File: src/rtl/serial_pkg.sv
// Shared definitions for the serial frame transmitter and the "1010" detector that consumes its stream.
package serial_pkg;

    typedef enum logic [1:0] {
        IDLE = 2'b00,
        SYNC = 2'b01,
        DATA = 2'b10
    } state_e;

    localparam int                  SYNC_LEN    = 4;
    localparam logic [SYNC_LEN-1:0] SYNC_PAT    = 4'b1010;
    localparam int                  FRAME_CNT_W = 8;

endpackage

File: src/rtl/serial_pattern_tx_if.sv
// Request/stream bundle between a frame requester and the serial transmitter.
interface serial_pattern_tx_if #(
    parameter int WIDTH = 8
);
    logic                                start;
    logic [WIDTH-1:0]                    i_data;
    logic                                ready;
    logic                                o_p;
    logic                                o_valid;
    logic                                o_last;
    logic [serial_pkg::FRAME_CNT_W-1:0]  frame_cnt;

    modport master (
        output start, i_data,
        input  ready, o_p, o_valid, o_last, frame_cnt
    );

    modport slave (
        input  start, i_data,
        output ready, o_p, o_valid, o_last, frame_cnt
    );
endinterface

File: src/rtl/serial_pattern_tx.sv
// Serial frame transmitter: 4-bit sync preamble followed by a WIDTH-bit payload, MSB first.
// Outputs are decoded from state and registers only, so start/i_data never reach an output combinationally.
module serial_pattern_tx
    import serial_pkg::*;
#(
    parameter int WIDTH = 8
) (
    input  logic                 clock,
    input  logic                 reset,
    serial_pattern_tx_if.slave   bus
);

    // One counter serves both phases, so it must hold the longer of the two.
    localparam int CNT_W = $clog2((WIDTH > SYNC_LEN) ? WIDTH : SYNC_LEN);

    state_e                 state_q, state_d;
    logic [CNT_W-1:0]       cnt_q, cnt_d;
    logic [WIDTH-1:0]       shift_q, shift_d;
    logic [FRAME_CNT_W-1:0] frame_cnt_q, frame_cnt_d;

    logic ready_c, p_c, valid_c, last_c;

    // NOTE: every sequential register uses <= so all flops update from the same pre-edge values.
    always_ff @(posedge clock or negedge reset) begin
        if (!reset) begin
            state_q     <= IDLE;
            cnt_q       <= '0;
            shift_q     <= '0;
            frame_cnt_q <= '0;
        end else begin
            state_q     <= state_d;
            cnt_q       <= cnt_d;
            shift_q     <= shift_d;
            frame_cnt_q <= frame_cnt_d;
        end
    end

    // NOTE: defaults first, so no path through the case leaves a variable unassigned and infers a latch.
    always_comb begin
        state_d     = state_q;
        cnt_d       = cnt_q;
        shift_d     = shift_q;
        frame_cnt_d = frame_cnt_q;
        ready_c     = 1'b0;
        p_c         = 1'b0;
        valid_c     = 1'b0;
        last_c      = 1'b0;

        case (state_q)
            IDLE: begin
                ready_c = 1'b1;
                if (bus.start) begin
                    shift_d = bus.i_data;
                    cnt_d   = CNT_W'(SYNC_LEN - 1);
                    state_d = SYNC;
                end
            end
            SYNC: begin
                valid_c = 1'b1;
                p_c     = SYNC_PAT[cnt_q[1:0]];
                if (cnt_q == '0) begin
                    cnt_d   = CNT_W'(WIDTH - 1);
                    state_d = DATA;
                end else begin
                    cnt_d = cnt_q - CNT_W'(1);
                end
            end
            DATA: begin
                valid_c = 1'b1;
                p_c     = shift_q[WIDTH-1];
                shift_d = shift_q << 1;
                if (cnt_q == '0) begin
                    last_c      = 1'b1;
                    state_d     = IDLE;
                    frame_cnt_d = frame_cnt_q + FRAME_CNT_W'(1);
                end else begin
                    cnt_d = cnt_q - CNT_W'(1);
                end
            end
            // The spare encoding drops back to IDLE with every output held low.
            default: state_d = IDLE;
        endcase
    end

    assign bus.ready     = ready_c;
    assign bus.o_p       = p_c;
    assign bus.o_valid   = valid_c;
    assign bus.o_last    = last_c;
    assign bus.frame_cnt = frame_cnt_q;

endmodule

File: src/flat_wrapper.sv
// flat-port wrapper written by rule: the top's interface ports become plain ports
module serial_pattern_tx_flat import serial_pkg::*;
#(
    parameter int WIDTH = 8
)
  (clock, reset, bus_start, bus_i_data, bus_ready, bus_o_p, bus_o_valid, bus_o_last, bus_frame_cnt);
  serial_pattern_tx_if #(.WIDTH(WIDTH)) bus_i ();
  input  logic clock;
  input  logic reset;
  input wire logic [$bits(bus_i.start)-1:0] bus_start;
  input wire logic [$bits(bus_i.i_data)-1:0] bus_i_data;
  output wire logic [$bits(bus_i.ready)-1:0] bus_ready;
  output wire logic [$bits(bus_i.o_p)-1:0] bus_o_p;
  output wire logic [$bits(bus_i.o_valid)-1:0] bus_o_valid;
  output wire logic [$bits(bus_i.o_last)-1:0] bus_o_last;
  output wire logic [$bits(bus_i.frame_cnt)-1:0] bus_frame_cnt;
  assign bus_i.start = bus_start;
  assign bus_i.i_data = bus_i_data;
  assign bus_ready = bus_i.ready;
  assign bus_o_p = bus_i.o_p;
  assign bus_o_valid = bus_i.o_valid;
  assign bus_o_last = bus_i.o_last;
  assign bus_frame_cnt = bus_i.frame_cnt;
  serial_pattern_tx #(.WIDTH(WIDTH)) u_core (.clock(clock), .reset(reset), .bus(bus_i));
endmodule
File: config.mk
export PLATFORM = sky130hd
export DESIGN_NAME = serial_pattern_tx_flat
export DESIGN_NICKNAME = d
export VERILOG_FILES = /design/src/rtl/serial_pkg.sv /design/src/rtl/serial_pattern_tx_if.sv /design/src/rtl/serial_pattern_tx.sv /design/src/flat_wrapper.sv
export SDC_FILE = /design/constraint.sdc
export NUM_CORES = 1
export LEC_CHECK = 0
export CAP_MARGIN = 10
export CELL_PAD_IN_SITES_DETAIL_PLACEMENT = 0
export CELL_PAD_IN_SITES_GLOBAL_PLACEMENT = 1
export CORE_ASPECT_RATIO = 0.7
export CORE_MARGIN = 5
export CORE_UTILIZATION = 41
export CTS_BUF_LIST = sky130_fd_sc_hd__clkbuf_8
export DETAILED_ROUTE_END_ITERATION = 8
export PLACE_DENSITY = 0.83
export RECOVER_POWER = 100
export SETUP_SLACK_MARGIN = 0.15
export SYNTH_ARGS = -nofsm -noshare
export SYNTH_HDL_FRONTEND = slang
export SYNTH_SLANG_ARGS = --single-unit
File: constraint.sdc
create_clock -name clock -period 1.6 [get_ports clock]
set_input_delay 0.24 -clock clock [delete_from_list [all_inputs] [get_ports clock]]
set_output_delay 0.24 -clock clock [all_outputs]
set_load 0.01 [all_outputs]
; ---- Word level (Yosys, flattened, before mapping)
; Index checks and enable logic that the tools add are counted.
; Widths: inputs -> output; s select.
[word_totals]
reg_bits = 21
output_inout_bits = 12
elab_cells = 39
[classes]
addsub = 2
n_lt_le_gt_ge = 1
eq_ne = 6
muxes = 17
n_reduce_logical = 9
[op_table]
columns = cell, n
row1 = $pmux 8 s2, 1
row2 = $mux 3, 3
row3 = $pmux 3 s3, 1
row4 = $add 8x1->8 const B, 1
row5 = $mux 8, 1
row6 = $mux 2, 3
row7 = $pmux 2 s3, 1
row8 = $reduce_and 3->1, 2
row9 = $mux 1, 5
row10 = $ne 2x1->1 const B, 2
row11 = $ne 2x2->1 const B, 2
row12 = $reduce_and 2->1, 2
row13 = $logic_not 3->1, 1
row14 = $lt 2x3->1 const B, 1
row15 = $reduce_bool 3->1, 1
row16 = $sub 3x1->3 const B, 1
row17 = $bmux 1 s2, 1
row18 = $eq 2x1->1 const B, 1
row19 = $eq 2x2->1 const B, 1
row20 = $logic_not 2->1, 1
row21 = $pmux 1 s2, 1
row22 = $reduce_bool 2->1, 1
row23 = $reduce_or 2->1, 1

; ---- Logic depth before layout (Yosys ltp)
[depth]
ltp_word = 3
ltp_mapped = 7
ltp_nobuf = 6

; ---- Worst setup path after synthesis
; Ideal clock, no wire load.
[synth_path]
kind = register to register
start = reg u_core.state_q[0]
end = reg u_core.shift_q[1]
arrival_time_ns = 1.430
t_required_ns = 1.474
slack_ns = 0.044
path_stages_with_launch = 8
n_path_buf = 2
period_less_slack_ns = 1.556
path_cell_list = dfrtp_1 inv_1 ha_1 buf_6 nand2b_4 and2_4 buf_6 a221o_1
[synth_between]
elab_chain_cells = 3
[synth_lines]
columns = element, line_no
row1 = from (decl), serial_pattern_tx.sv:16  ; state_e state_q, state_d;
row2 = from (signal assigned), serial_pattern_tx.sv:31  ; state_q <= state_d;
row3 = $eq 2x2->1 / $logic_not 2->1 (equally long branches), serial_pattern_tx.sv:49  ; case (state_q)
row4 = $reduce_bool 2->1 (no line) / $ne 2x2->1 (equally long branches), --
row5 = $reduce_and 2->1 (no line), --
row6 = to (signal assigned), serial_pattern_tx.sv:33  ; shift_q <= shift_d;
row7 = to (decl), serial_pattern_tx.sv:18  ; logic [WIDTH-1:0] shift_q, shift_d;
; Parallel ways exist; a longest one is shown, timed or not.
; A chain may end at the register's enable or synchronous reset.

; ---- Worst setup path after layout
[layout_path]
start = reg u_core.state_q[0]
end = out bus_o_p
[layout_between]
elab_chain_cells = 2
[layout_lines]
columns = element, line_no
row1 = $eq 2x2->1 / $eq 2x1->1 (equally long branches), serial_pattern_tx.sv:49
row2 = $pmux 1 s2 *, serial_pattern_tx.sv:49
row3 = to (decl), flat_wrapper.sv:13  ; output wire logic [$bits(bus_i.o_p)-1:0] bus_o_p;
; Mark *: on every way between the ends. The rest lies on a longest branch, timed or not.

==> impl_results.md <==
* Critical Path RT at roughly 1.4 ns
* CTS buffer count at 3
* Post-route cell area at 0.001793 mm2
* Die W at 75.37 um
* Clock root buffer: clkbuf_8
* Adder-Cell Fraction of Synth Area at 0.07143
* Simple-gate area share of the yosys netlist at 0.2204
* H-tree levels at 1
* Post-detail-place hpwl at 2198 um
* Global-route wire length before repair at 5409 um
* Final setup fails at 0
* Syn Inst Count at ~120
* XOR/XNOR Fraction of Synth Area at 0.05000
* # nets final at 185
* Worst VDD drop at 1.051 mV
* Crit Path Max Fanout at 2
* Worst rel slew slack at 0.6364
* P per Cell Area at ~1800 mW/mm2
* RSZ-0062 raised after global routing: true
* Critical path startpoint: u_core.state_q[0]
* Min cycle time layout at 1.598 ns
* Core Box Area at around 0.0028 mm2
* Fin Clk Skew at 0.004487 ns
* Vias per cell at 5.535
* Routed wire length at 3427 um
* Most common cell in the synthesized netlist: dfrtp_1
* Wire per inst at 16.97 um
* Most frequent cells after synthesis: 21 x dfrtp_1, 10 x a21oi_1, 8 x nand2b_1, 8 x nand3_1
* Largest family of logic cells by synthesized area: simple AND/OR/NAND/NOR gates
* Sequential-to-total area share from yosys stat at 0.4286
* Worst endpoint data arrival time at 1.36 ns
* GR Util All Layers at 0.1655
* Via count at 1118
* Die Area at around 0.0042 mm2
* Fin util at 0.6352
* Final worst path period share at 0.9987
* Num ports at 23
* Worst Hold Class: register to register
* Clock buffer depth at 2
* Top cell type's share of synthesized area at 0.4286
* Fmax at 625.8 MHz
* Max Cap Viol at 0
* Worst-path clk slew at 0.09 ns
* Cell Rows at 16
* #FFs+latches synth at 21
* Yosys top cell by area: dfrtp_1
* Clock sinks at 21
* Syn nets at 139
* RR Startpoint: u_core.state_q[1]
* Crit Path Class: register to output port
* Async set or reset register ratio after synthesis at 1.000
* Final hold violation count at 0
* # port buffers at 22
* Status: complete, no violations
* Number of distinct library cells after synthesis at 33
* Global route overflow at 0
* Primary FF master, synth: dfrtp_1
* Mux contribution to synthesized area at 0.008163
* Endpoint class of the critical path: output port
* Antenna viol nets, final at 0
* Layout cells sized above 1 at 0.3434
* Final Slew Violations at 0
* Worst hold start: u_core.bus.frame_cnt[7]
* CTS tree: yes
* Initial cell density of the core at 0.4344
* Initial DRC count at 46
* First drt pass iteration count at 4
* ANT cells at 0
* Clk_lat worst skew at ~0.27 ns
* Slew @ Worst Pin at 0.5454 ns
* Post-Syn Area at 0.001226 mm2
* P&R area growth vs syn at 46.22%
* LEAKAGE at 0.0008756 uW
* Synth area leaders: dfrtp_1 43%, ha_1 7.1%, a221o_1 5.7%, a21oi_1 4.1%, nand2b_1 4.1%
* Synth warn at 0
* Post-DP Area at 0.001567 mm2
* DR DRC count at 0
* DIE HEIGHT at approximately 56 um
* Largest net degree at the start of global routing at 22
* Startpoint types: register
* EDFF count, synth at 0
* Compound-Gate Fraction of Synth Area at 0.1633
* Placer Congestion at 0.7541
* Syn_area_per_cell at a little over 10 um2
* Vias in the first global route at 1134
* Initial antenna violation count at 0
## timing repair
| item | CTS | global route |
|---|---|---|
| pin swaps | 3 | 6 |
| gates cloned | 0 | 2 |
| endpoints found under the setup margin | 16 | 20 |
| buffers inserted | 9 | 0 |
| hold buffers | 0 | 0 |
| gates resized for setup | 27 | 24 |
## metal layers
metal | GRT usage | share of wire | up-vias | wire, um
met3 | 0.04874 | 0.049 | 4 | 167
met5 | 0 | 0 | - | 0
met4 | 0.02494 | 0.0070 | 0 | 24
met1 | 0.2055 | 0.46 | 568 | 1588
met2 | 0.2841 | 0.48 | 29 | 1647
li1 | - | - | 517 | -
## critical path, stage by stage (launching register included)
cell,delay (ns)
dfrtp_1,0.41
buf_6,0.13
ha_4,0.15
a22oi_2,0.19
nor2b_1,0.07
buf_2,0.14
## registers in the layout, summed over array words and instances, names as in the netlist
name	flops
u_core.bus.frame_cnt	8
u_core.shift_q	8
u_core.cnt_q	3
u_core.state_q	2
## worst paths after layout
| path | endpoint | slack [ns] | depth (start not counted) |
|---|---|---|---|
| min | u_core.bus.frame_cnt[7] | 0.47 | 1 |
| max reg2reg | u_core.cnt_q[2] | 0.11 | 6 |
| min in group asynchronous | u_core.shift_q[3] | 0.48 | 2 |
| max in group asynchronous | u_core.state_q[1] | 0.72 | 2 |
| max | bus_o_p | 0.002 | 5 |
| min reg2reg | u_core.bus.frame_cnt[7] | 0.47 | 1 |
## placed cells by master, fill, tap and decap left out, types with 2 or more instances in the layout
| cell type | netlist | final |
|---|---|---|
| buf_2 | 3 | 3 |
| a21oi_1 | 10 | 8 |
| nand4_1 | 3 | 3 |
| and2_4 | 1 | 2 |
| ha_4 | 0 | 3 |
| clkdlybuf4s25_1 | 0 | 2 |
| a221o_1 | 7 | 7 |
| nand2b_1 | 8 | 7 |
| dlygate4sd2_1 | 0 | 2 |
| nor2_1 | 5 | 4 |
| inv_1 | 6 | 4 |
| a21oi_2 | 0 | 2 |
| ha_2 | 0 | 2 |
| nor2b_2 | 0 | 2 |
| nand2b_4 | 1 | 2 |
| nor3_4 | 0 | 3 |
| inv_2 | 1 | 2 |
| nand2_1 | 7 | 7 |
| xnor2_1 | 4 | 4 |
| nor2b_1 | 5 | 2 |
| buf_4 | 1 | 17 |
| ha_1 | 7 | 2 |
| buf_6 | 2 | 7 |
| clkdlybuf4s50_1 | 0 | 13 |
| o22a_1 | 2 | 2 |
| o21ai_1 | 1 | 2 |
| dfrtp_1 | 21 | 20 |
| xor2_1 | 3 | 3 |
| nand3_1 | 8 | 8 |
| clkbuf_8 | 0 | 3 |
## final cells by class
cell class                      instances  area [um2]
Fill cell                             221        1030
Sequential cell                        21       526.8
Clock buffer                            3       41.29
Multi-Input combinational cell         87       738.2
Tap cell                               36       45.04
Timing Repair Buffer                   47       407.9
Clock inverter                          1       5.005
Inverter                                7       28.78
## metrics by stage
step	TNS, ns	total power [uW]	instances	hold WS, ns	setup WS (ns)
6_report	0	3280	202	0.4676	0.002059
5_1_grt	-0.03665	3486	202	0.4993	-0.03665
4_1_cts	0	3006	200	0.3269	0.03907
3_5_place_dp	-0.1444	2501	187	0.4605	-0.1098
3_3_place_gp	-0.07317	2426	187	0.4560	-0.06672
2_1_floorplan	0	1959	121	-0.05559	0.1334
## cells by family (layout without fill, tap and decap cells)
kind of cell             after synthesis  in the layout
AO/OA/AOI/OAI                         28             28
XOR/XNOR                               7              7
adder cells (fa/ha/maj)                7              7
buffers and inverters                 13             58
flip-flops                            21             21
multiplexers                           1              1
AND/OR/NAND/NOR                       44             44
## where the power goes
group / switching (uW) / internal, uW
clock network: 193 / 174
logic: 937 / 1100
registers: 172 / 710
(Power assumes the default switching activity.)
